[src/rtl/mcs4_clockgen.sv]
// mcs4_clockgen: two-phase non-overlapping clock generator and power-on-clear
// sequencer for the 4004 core, with halt / single-step at instruction-cycle
// boundaries (an instruction cycle is eight clk1/clk2 phase pairs).
module mcs4_clockgen #(
  parameter int CLK1_W     = 2,
  parameter int CLK2_W     = 2,
  parameter int GAP        = 1,
  parameter int POC_CYCLES = 16
) (
  input  logic       sysclk,
  input  logic       rst_n,
  input  logic       run,
  input  logic       step,
  input  logic       poc_req,
  output logic       clk1_pad,
  output logic       clk2_pad,
  output logic       poc_pad,
  output logic [2:0] phase,
  output logic       halted
);

  localparam int MAXW = (CLK1_W > CLK2_W) ? ((CLK1_W > GAP) ? CLK1_W : GAP)
                                          : ((CLK2_W > GAP) ? CLK2_W : GAP);
  localparam int WCW  = $clog2(MAXW + 1);
  localparam int PCW  = $clog2(POC_CYCLES + 1);

  localparam logic [WCW-1:0] C1_LAST  = WCW'(CLK1_W - 1);
  localparam logic [WCW-1:0] C2_LAST  = WCW'(CLK2_W - 1);
  localparam logic [WCW-1:0] GAP_LAST = WCW'(GAP - 1);
  localparam logic [PCW-1:0] POC_LOAD = PCW'(POC_CYCLES);
  localparam logic [PCW-1:0] POC_ONE  = PCW'(1);

  typedef enum logic [2:0] {
    START = 3'd0,
    P1    = 3'd1,
    G1    = 3'd2,
    P2    = 3'd3,
    G2    = 3'd4,
    HALT  = 3'd5
  } state_t;

  state_t         state, state_next;
  logic [WCW-1:0] wcnt, wcnt_next;
  logic [PCW-1:0] poc_cnt;
  logic           step_pending;
  logic           boundary;
  logic           step_clear;
  logic           step_set;
  logic           phase_inc;

  // Next-state decode: width counting inside each pulse/gap, and the
  // run/step/POC decision at the end of the eighth phase pair.
  always_comb begin
    state_next = state;
    wcnt_next  = wcnt + 1'b1;
    boundary   = 1'b0;
    step_clear = 1'b0;
    case (state)
      START: begin
        state_next = P1;
        wcnt_next  = '0;
      end
      P1: begin
        if (wcnt == C1_LAST) begin
          state_next = G1;
          wcnt_next  = '0;
        end
      end
      G1: begin
        if (wcnt == GAP_LAST) begin
          state_next = P2;
          wcnt_next  = '0;
        end
      end
      P2: begin
        if (wcnt == C2_LAST) begin
          state_next = G2;
          wcnt_next  = '0;
        end
      end
      G2: begin
        if (wcnt == GAP_LAST) begin
          state_next = P1;
          wcnt_next  = '0;
          if (phase == 3'd0) begin
            boundary = 1'b1;
            if (!poc_pad && !run) begin
              if (step_pending) begin
                step_clear = 1'b1;
              end else begin
                state_next = HALT;
              end
            end
          end
        end
      end
      HALT: begin
        wcnt_next = '0;
        if (run || step_pending || poc_req || poc_pad) begin
          state_next = P1;
          step_clear = 1'b1;
        end
      end
      default: begin
        state_next = START;
        wcnt_next  = '0;
      end
    endcase
  end

  // A step request is latched only when it could actually release a cycle;
  // a new request wins over a same-cycle consume so none is lost.
  always_comb begin
    step_set  = step && !run && ((state == HALT) || !boundary);
    phase_inc = (state == P2) && (state_next == G2);
  end

  // Sequencer registers; pad outputs are registered from the next state so
  // they change cleanly on sysclk with no input-to-output paths.
  always_ff @(posedge sysclk or negedge rst_n) begin
    if (!rst_n) begin
      state        <= START;
      wcnt         <= '0;
      phase        <= 3'd0;
      step_pending <= 1'b0;
      clk1_pad     <= 1'b0;
      clk2_pad     <= 1'b0;
      halted       <= 1'b0;
    end else begin
      state    <= state_next;
      wcnt     <= wcnt_next;
      clk1_pad <= (state_next == P1);
      clk2_pad <= (state_next == P2);
      halted   <= (state_next == HALT);
      if (phase_inc) begin
        phase <= phase + 3'd1;
      end
      if (step_set) begin
        step_pending <= 1'b1;
      end else if (step_clear) begin
        step_pending <= 1'b0;
      end
    end
  end

  // Power-on clear: counts boundaries down while active; a request reloads
  // and takes priority over a coincident decrement.
  always_ff @(posedge sysclk or negedge rst_n) begin
    if (!rst_n) begin
      poc_pad <= 1'b1;
      poc_cnt <= POC_LOAD;
    end else if (poc_req) begin
      poc_pad <= 1'b1;
      poc_cnt <= POC_LOAD;
    end else if (boundary && poc_pad) begin
      poc_cnt <= poc_cnt - 1'b1;
      if (poc_cnt == POC_ONE) begin
        poc_pad <= 1'b0;
      end
    end
  end

endmodule

[config.mk]
export PLATFORM = sky130hd
export DESIGN_NAME = mcs4_clockgen
export DESIGN_NICKNAME = d
export VERILOG_FILES = /design/src/rtl/mcs4_clockgen.sv
export SDC_FILE = /design/constraint.sdc
export NUM_CORES = 1
export LEC_CHECK = 0
export CORE_ASPECT_RATIO = 0.75
export CORE_MARGIN = 10
export CORE_UTILIZATION = 48
export CTS_CLUSTER_SIZE = 10
export DETAILED_ROUTE_END_ITERATION = 7
export PLACE_DENSITY_LB_ADDON = 0.1
export SLEW_MARGIN = 40
export SYNTH_ARGS = -nofsm -noshare
export SYNTH_HDL_FRONTEND = slang
export SYNTH_SLANG_ARGS = --single-unit
[constraint.sdc]
create_clock -name sysclk -period 3.8 [get_ports sysclk]
set_input_delay 0.38 -clock sysclk [delete_from_list [all_inputs] [get_ports sysclk]]
set_output_delay 0.38 -clock sysclk [all_outputs]
set_load 0.005 [all_outputs]
# Yosys cells after proc, flatten, opt, wreduce, memory -nomap -nowiden
# Cells that the tools add are included.
[word_totals]
register_bits = 18
input_bits = 5
output_inout_bits = 7
elab_cells = 72
[classes]
n_addsub = 3
n_eq_ne = 11
mux = 28
n_reduce_logical = 21
[ops]
columns = ["cell", "n"]
rows = [
  ["2-to-1 mux 3 bit", 8],
  ["one-hot mux 3 bit (6 select lines)", 1],
  ["2-to-1 mux 1 bit", 13],
  ["== test 3 bit (second input constant)", 4],
  ["2-to-1 mux 5 bit", 2],
  ["== test 3 x 2 -> 1 bit (second input constant)", 3],
  ["== test 3 x 1 -> 1 bit (second input constant)", 2],
  ["logical NOT 3 bit", 2],
  ["nonzero test 2 bit", 3],
  ["== test 5 x 1 -> 1 bit (second input constant)", 1],
  ["logical AND 1 bit", 5],
  ["subtractor 5 x 1 -> 5 bit (second input constant)", 1],
  ["logical OR 1 bit", 4],
  ["2-to-1 mux 2 bit", 2],
  ["one-hot mux 2 bit (2 select lines)", 1],
  ["OR reduction 2 bit", 2],
  ["adder 3 x 1 -> 3 bit (second input constant)", 1],
  ["logical NOT 1 bit", 3],
  ["adder 2 x 1 -> 2 bit (second input constant)", 1],
  ["== test 2 x 1 -> 1 bit (second input constant)", 1],
  ["logical NOT 2 bit", 1],
  ["one-hot mux 1 bit (2 select lines)", 1],
  ["AND reduction 2 bit", 1],
]

# Logic depth before layout (Yosys ltp)
[logic_depth]
word_depth = 8
ltp_mapped = 6
depth_no_buf = 5

# Worst setup path after synthesis
# Ideal clock, no wire load.
[synth_path]
kind = "reg-to-reg"
startpoint = "reg wcnt[0]"
endpoint = "reg poc_cnt[3]"
setup_time_ps = 125
arrival_time_ps = 1449
required_ps = 3675
setup_slack_ps = 2227
path_stages_with_launch = 7
path_buffers = 1
period_less_slack_ps = 1573
cell_sequence = "dfrtp_1 inv_1 ha_1 nand4bb_1 buf_2 nor4_1 mux2_2"
[synth_between]
elab_chain_cells = 5
[synth_rtl]
columns = ["element", "line", "rtl"]
rows = [
  ["start, declared", "43", "logic [WCW-1:0] wcnt, wcnt_next;"],
  ["start signal, assigned", "131", "wcnt <= wcnt_next;"],
  ["logical NOT 2 bit", "82", "if (wcnt == GAP_LAST) begin"],
  ["2-to-1 mux 1 bit", "82", ""],
  ["2-to-1 mux 1 bit", "58", "case (state)"],
  ["logical AND 1 bit", "155", "end else if (boundary && poc_pad) begin"],
  ["nonzero test 2 bit (no source line)", "--", ""],
  ["end signal, assigned", "156", "poc_cnt <= poc_cnt - 1'b1;"],
  ["end, declared", "44", "logic [PCW-1:0] poc_cnt;"],
]
# Every way passes these cells.
# A chain may end at the register's enable or synchronous reset.

# Final worst setup path
[layout_path]
startpoint = "reg wcnt[0]"
endpoint = "reg poc_cnt[0]"
# Same word-level chain as after synthesis.

==> flow_summary.ini <==
[timing]
maxSlewViolCount = 0
timing.final.crit_share = 0.476
max_freq_ghz = 0.553
worst_pin_slew_ns = 0.416
final_hold_viol_count = 0
period_needed_ns = 1.81
setup_tns_ns = 0
timing.hold.ws_ns = 0.500
rsz0062_at_grt = false
fin_skew_ns = 0.00637
setup_viol = 0
slew_headroom = 0.721

[logic_synthesis]
yosysMostFrequentCell = dfrtp_1
ys_top_cells_by_count = dfrtp_1 (16), nor2_1 (11), ha_1 (8)
yosysTopAreaCell = dfrtp_1
syn_area_per_cell_um2 = 10.3
ys_ff_latch = 18
synth_top_area_share = 0.391
syn_inst = 99
ys.flop_type = dfrtp_1
postSynth.asyncResetShare = 1.00
synth_warnings = 0
synth_area_leaders = dfrtp_1 (39%), ha_1 (9.8%), dfstp_2 (5.1%)
syn_area_um2 = 1020
syn_nets = 112
synth_edf_count = 0
synth_cell_type_count = 36
yosysSeqAreaShare = 0.443

[global_routing]
grt_overflow_total = 0
grt_pass1_wl_um = 3330
grt_max_degree = 19
grt_pass1_vias = 725
antenna_found_initial = 0
grt_usage = 0.0956

[routing]
m1WireLength_um = 970
final_antenna_net_count = 0
wl_per_cell_um = 14.7
drt-initial-drc-count = 70
dr_wl_met2_um = 781
vias_per_cell = 5.39
dr.max_layer_used = met4
first_pass_iters = 4
dr_total_vias = 711
drc_errors = 0
route.met3.wl_um = 173
routed_wl_um = 1940

[die]
io_pins = 12
start_util = 0.508
die_width_um = 73.3
rows = 14
fp.dieH_um = 60.0
dieArea_um2 = 4400
fp.coreArea_um2 = 2010

[place]
place_congestion = 0.720
dp_hpwl_um = 1380
io_buffers = 11

[worst_setup_path]
path_max_fanout = 8
critPathKind = reg2reg
start_kind = register
end_kind = register
r2r_cells = 5
arrival_ns = 2.00
worstPathRequired_ns = 3.99

[pwr]
power_w = 0.000334
irDropWorstVdd_mv = 0.267
power_density_nw_per_um2 = 290
p_leak_nw = 0.494

[clock_network]
clk_pin_slew_ns = 0.10
cts_tree = done
clk_latency_ns = 0.30
h-tree-depth = 1
max-clock-path-buffers = 2
cts_setup_buffers = 0
cts.sinks = 18
cts_root_buffer = clkbuf_4
numCtsBuffers = 3
hold_buffers = 1
post_cts_resized = 0

[min_path]
hold_class = reg2reg
min_path_cells = 1

[final_layout]
seqCellArea_um2 = 453
fillers = 194
nets = 122
multiInputGateArea_um2 = 493
n_antenna_cell = 0
layout-drive-gt1-share = 0.102
syn2layout_area_growth_pct = 12.7

[job]
max_cap_viol_count = 0

[run_status]
status = finished, final reports clean
==> sequential cells by signal, indices dropped and copies added (netlist names) <==
signal and flops:
clk1_pad 1, clk2_pad 1, halted 1, phase 3, poc_cnt 5, poc_pad 1
state 3, step_pending 1, wcnt 2
==> placed cells by master (no fill, tap or decap), drive strengths merged, types with 3 or more instances in the layout <==
| master | n |
|---|---|
| mux2 | 3 |
| clkbuf | 4 |
| dfrtp | 16 |
| clkdlybuf4s50 | 10 |
| nor2 | 11 |
| inv | 7 |
| nor4 | 3 |
| nor2b | 6 |
| ha | 8 |
| nand2 | 4 |
==> cells by family (layout without fill, tap and decap cells) <==
logic type      after synthesis  count (layout)  share of synthesized area
flops                        18              18                      0.443
xor+xnor                      3               3                     0.0257
compound gates               16              16                      0.112
fa+ha+maj                     8               8                     0.0978
buf+inv                      14              23                     0.0758
mux                           4               4                     0.0428
simple gates                 36              36                      0.203
==> layout make-up <==
| type | instances | area share |
|---|---|---|
| multi-input cells | 67 | 0.427 |
| inverters | 7 | 0.0228 |
| clock buffers | 4 | 0.0315 |
| flip-flops and latches | 18 | 0.393 |
| well taps | 24 | 0.0260 |
| repair buffers | 12 | 0.0998 |
==> worst max-delay path, cell delays in order, from the launching register on <==
cell       delay, ns
dfrtp_1         0.41
inv_1           0.10
ha_1            0.18
nand4bb_1       0.30
nor3_1          0.34
mux2_2          0.37
==> per-stage QoR <==
step                      worst slack, ns  std cells  utilization  instance area (um2)
after floorplan                      2.23         99            -                 1020
after global routing                 1.85        132        0.573                 1150
after detailed placement             1.87        127        0.550                 1110
after global placement               1.96        127        0.552                 1110
final                                1.99        132        0.573                 1150
after CTS                            1.97        132        0.573                 1150
==> layer usage <==
layer,GRT usage,vias to the layer above
li1,-,357
met1,0.123,338
met2,0.135,14
met3,0.0530,2
met4,0.0239,0
met5,0,-
==> report_power, final <==
group          internal, W  switching, W
combinational   0.00000923     0.0000101
clock            0.0000585     0.0000592
sequential        0.000195    0.00000244
==> path summary, 6_finish.rpt <==
path | slack, ns | to | start
setup / recovery | 1.99 | poc_cnt[0] | wcnt[0]
hold / removal | 0.50 | phase[2] | phase[2]
setup reg to reg | 1.99 | poc_cnt[0] | wcnt[0]
hold reg to reg | 0.50 | phase[2] | phase[2]
max in group asynchronous | 2.94 | poc_cnt[4] | rst_n
min in group asynchronous | 0.53 | phase[2] | rst_n
Note: power is estimated with default switching activity, not from simulation.
